<file path="config.mk">
export PLATFORM = sky130hd
export DESIGN_NAME = serial_adder4
export DESIGN_NICKNAME = d
export VERILOG_FILES = /design/src/rtl/adder_pkg.sv /design/src/rtl/full_adder.sv /design/src/rtl/serial_adder4.sv
export SDC_FILE = /design/constraint.sdc
export NUM_CORES = 1
export LEC_CHECK = 0
export CORE_MARGIN = 2
export CORE_UTILIZATION = 51
export CTS_BUF_LIST = sky130_fd_sc_hd__clkbuf_4 sky130_fd_sc_hd__clkbuf_8
export DETAILED_ROUTE_END_ITERATION = 10
export HOLD_SLACK_MARGIN = 0.02
export MAX_ROUTING_LAYER = met4
export PLACE_DENSITY = 0.8
export SLEW_MARGIN = 40
export SYNTH_ARGS = -nofsm -noshare
export SYNTH_HDL_FRONTEND = slang
export SYNTH_SLANG_ARGS = --single-unit
</file>
<file path="constraint.sdc">
create_clock -name clk -period 1.6 [get_ports clk]
set_clock_uncertainty 0.15 [all_clocks]
set_input_delay 0.48 -clock clk [delete_from_list [all_inputs] [get_ports clk]]
set_output_delay 0.48 -clock clk [all_outputs]
set_load 0.02 [all_outputs]
</file>
<file path="src/rtl/adder_pkg.sv">
// adder_pkg: shared types and defaults for the serial adder.
//   ADDER_WIDTH : default operand/result width
//   state_t     : controller state encoding (IDLE/RUN/DONE)
package adder_pkg;

   localparam int ADDER_WIDTH = 4;

   typedef enum logic [1:0] {
      IDLE = 2'd0,
      RUN  = 2'd1,
      DONE = 2'd2
   } state_t;

endpackage

</file>
<file path="src/rtl/full_adder.sv">
// full_adder: one-bit full adder.
//   A, B, Ci : addend bits and carry-in
//   S, Co    : sum bit and carry-out
module full_adder (
   input  logic A,
   input  logic B,
   input  logic Ci,
   output logic S,
   output logic Co
);

   assign S  = A ^ B ^ Ci;
   assign Co = (A & B) | (Ci & (A ^ B));

endmodule

</file>
<file path="src/rtl/serial_adder4.sv">
// serial_adder4: bit-serial adder, one operand bit per clock, LSB first.
//   clk, rst    : clock and synchronous active-high reset
//   start       : begin an addition (honoured only when idle)
//   a, b, ci    : operands and carry-in, captured on the accepting edge
//   busy        : high while bits are being added
//   done        : one-cycle pulse when sum/co hold a new result
//   sum, co     : registered result a+b+ci (mod 2^WIDTH) and carry-out
module serial_adder4
   import adder_pkg::*;
#(
   parameter int WIDTH = ADDER_WIDTH
) (
   input  logic             clk,
   input  logic             rst,
   input  logic             start,
   input  logic [WIDTH-1:0] a,
   input  logic [WIDTH-1:0] b,
   input  logic             ci,
   output logic             busy,
   output logic             done,
   output logic [WIDTH-1:0] sum,
   output logic             co
);

   localparam int CW = $clog2(WIDTH);
   localparam logic [CW-1:0] LAST = CW'(WIDTH - 1);

   state_t           state_q, state_d;
   logic [WIDTH-1:0] a_q, b_q, s_q, sum_q;
   logic [WIDTH-1:0] s_d;
   logic [CW-1:0]    cnt_q;
   logic             c_q, co_q;
   logic             fa_s, fa_co;
   logic             accept, last;

   full_adder u_fa (
      .A  (a_q[0]),
      .B  (b_q[0]),
      .Ci (c_q),
      .S  (fa_s),
      .Co (fa_co)
   );

   assign accept = (state_q == IDLE) && start;
   assign last   = (state_q == RUN) && (cnt_q == LAST);
   // Sum bits enter at the MSB so after WIDTH shifts the LSB sits at bit 0.
   assign s_d    = {fa_s, s_q[WIDTH-1:1]};

   always_ff @(posedge clk) begin
      if (rst) state_q <= IDLE;
      else     state_q <= state_d;
   end

   always_comb begin
      state_d = (state_q == IDLE) ? (start ? RUN : IDLE) :
                (state_q == RUN)  ? (last ? DONE : RUN) : IDLE;
   end

   always_comb begin
      busy = (state_q == RUN);
      done = (state_q == DONE);
   end

   always_ff @(posedge clk) begin
      if (rst) begin
         a_q   <= '0;
         b_q   <= '0;
         s_q   <= '0;
         c_q   <= 1'b0;
         cnt_q <= '0;
         sum_q <= '0;
         co_q  <= 1'b0;
      end else if (accept) begin
         a_q   <= a;
         b_q   <= b;
         c_q   <= ci;
         cnt_q <= '0;
      end else if (state_q == RUN) begin
         a_q   <= a_q >> 1;
         b_q   <= b_q >> 1;
         s_q   <= s_d;
         c_q   <= fa_co;
         cnt_q <= cnt_q + 1'b1;
         if (last) begin
            sum_q <= s_d;
            co_q  <= fa_co;
         end
      end
   end

   assign sum = sum_q;
   assign co  = co_q;

endmodule

</file>
==> results_dict.tcl <==
set metrics [dict create \
    fin_util_pct 70.6 \
    num_rows 14 \
    overflow 0 \
    cts_setup_buffers 0 \
    hpwlAfterDp_um 1180 \
    grt_pass1_wl_um 2490 \
    finalHoldViolCount 0 \
    failed_checks "negative setup slack" \
    drcViolationCount 0 \
    pwr-share-seq_pct 58.0 \
    p_int_mw 0.747 \
    drtPass1Iterations 4 \
    grt.met1_usage_pct 22.7 \
    core_um2 1540 \
    yosysUniqueCellTypes 22 \
    switching_power_mw 0.236 \
    crit_family "flip-flops" \
    syn_nets 101 \
    critPathLaunchType "flop" \
    place_congestion 0.747 \
    path_clk_slew_ns 0.11 \
    nets 125 \
    power_density_nw_per_um2 903 \
    synth_seq_cells 21 \
    die_area_um2 2050 \
    layout_common_cells "19 x dfxtp_1, 11 x a21oi_1, 11 x clkdlybuf4s50_1" \
    root_buffer "clkbuf_4" \
    vias_per_cell 5.55 \
    fin_crit_sh_pct 101 \
    grt.met3_usage_pct 3.60 \
    slew_headroom_pct 77.8 \
    n_antenna_cell 0 \
    totalWireLength_um 1610 \
    combinationalPowerShare_pct 14.9 \
    crit_arrival_ns 0.99 \
    clock_latency_ns 0.30 \
    drv_slew 0 \
    yosys_warnings 0 \
    pwr-share-clk_pct 27.1 \
    critPathKind "flop to primary output" \
    drive_above_1_share_pct 26.4 \
    cp_max_fo 4 \
    ys_seq_area_share_pct 48.5 \
    drt_iter0_drc 12 \
    antenna_left 0 \
    setup_viol 1 \
    start_util_pct 56.3 \
    fin_total_pwr_mw 0.983 \
    numCtsBuffers 3 \
    worst_path_max_delay_cell "dfxtp_2" \
    max_freq_mhz 617 \
    grt.met2_usage_pct 26.9 \
    first_global_vias 588 \
    track_usage_pct 18.4 \
    cts_num_sinks 21 \
    cts_buffer_depth 2 \
    dieWidth_um 45.2 \
    portBuffers 18 \
    wl_per_cell_um 12.8 \
    synthesis.area_um2 867 \
    min_period_ns 1.62 \
    grt_max_degree 22 \
    hold_class "flop to flop" \
    worst_pin_slew_ns 0.333 \
    whs_ns 0.309 \
    leakagePower_nw 0.452 \
    max_stage_delay_ns 0.37 \
    busiest_layer "met2" \
    syn_inst 87 \
    grt_antenna_before_repair 0 \
    num_vias 699 \
    crit_chain "and2b_1, buf_6" \
    end_kind "primary output" \
    h-tree-depth 1 \
    cts_tree "yes" \
    syn_avg_cell_area_um2 9.97 \
    critPathBufInv 1 \
    die_y_um 45.2 \
    ir_worst_vdd_uv 653 \
    rsz0062_at_grt "true" \
    maxCapViolCount 0 \
    outcome "finished with violations" \
    final_common_cell "dfxtp_1" \
    timing.setup.tns_ns -0.0219 \
    worst_slack_ns -0.0219 \
    switching_share_pct 24.0 \
    cp.required_ns 0.97 \
    boundaryPins 19 \
    area_growth_pct 25.5 \
]
[registers in the layout, indices dropped and copies added (netlist names)]
name	flops
co	1
a_q	4
state_q	2
sum	4
cnt_q	2
b_q	4
c_q	1
s_q	3
[metrics by stage]
stage                     cell area, um2  std cells  setup slack, ns
after floorplan                      867         87            0.155
after global placement              1080        122           -0.166
after detailed placement            1080        122           -0.176
after CTS                           1110        126          -0.0166
after global routing                1090        126          -0.0627
final                               1090        126          -0.0219
[final timing paths]
check | slack [ns] | depth (start not counted) | endpoint | from
max | -0.02 | 2 | done | state_q[0]
min | 0.31 | 2 | sum[1] | sum[1]
max reg2reg | 0.27 | 4 | sum[0] | cnt_q[0]
min reg2reg | 0.31 | 2 | sum[1] | sum[1]
[per-layer routing]
| layer | wire length [um] | up-vias |
|---|---|---|
| li1 | - | 353 |
| met1 | 740 | 326 |
| met2 | 765 | 15 |
| met3 | 65 | 5 |
| met4 | 38 | 0 |
| met5 | 0 | - |
[worst reg2reg max path, delay by kind of cell, from the launching register on]
kind            cells  cell delay (ns)
compound gates      1             0.18
simple gates        2             0.37
fa+ha+maj           1             0.22
flops               1             0.36
[what timing repair did]
action,in CTS,in global routing
endpoints found under the setup margin,7,7
pin swaps,0,0
resized for setup,23,6
hold buffers,0,0
[synthesized netlist by cell type]
cell type | n | share of area [%]
buf_6 | 1 | 1.3
inv_1 | 7 | 3.0
ha_1 | 1 | 1.4
fa_1 | 1 | 2.3
nand3_1 | 4 | 2.3
and2b_1 | 1 | 0.87
nor3b_1 | 1 | 0.87
a211oi_1 | 1 | 0.87
a22oi_1 | 3 | 2.6
clkbuf_1 | 2 | 0.87
o21bai_1 | 1 | 0.87
mux2i_1 | 4 | 4.6
nor2b_4 | 1 | 1.6
nor2_1 | 10 | 4.3
nor2_2 | 2 | 1.4
a21oi_1 | 11 | 6.3
a211oi_2 | 1 | 1.4
nand3b_1 | 1 | 0.87
nand2_1 | 5 | 2.2
o221a_2 | 7 | 9.1
buf_12 | 1 | 2.3
dfxtp_1 | 21 | 48
[power groups by stage]
stage | sequential [mW] | combinational [mW] | clock (mW)
2_1_floorplan | 0.579 | 0.0965 | 0
3_3_place_gp | 0.581 | 0.142 | 0
3_5_place_dp | 0.582 | 0.146 | 0
4_1_cts | 0.570 | 0.146 | 0.272
5_1_grt | 0.574 | 0.160 | 0.290
6_report | 0.570 | 0.146 | 0.266
[cells by family (layout without fill, tap and decap cells)]
group | count (synthesis) | after routing | share of synthesized area [%]
buf+inv | 11 | 34 | 7.50
fa+ha+maj | 2 | 2 | 3.75
compound gates | 24 | 24 | 21.2
flops | 21 | 21 | 48.5
simple gates | 25 | 25 | 14.4
mux | 4 | 4 | 4.62
[cell type report]
type                            instances  area (um2)
Inverter                                7        26.3
Tap cell                               16        20.0
Fill cell                             130         453
Timing Repair Buffer                   23         208
Multi-Input combinational cell         55         382
Clock buffer                            4        30.0
Sequential cell                        21         423
Note: power is estimated with default switching activity, not from simulation.
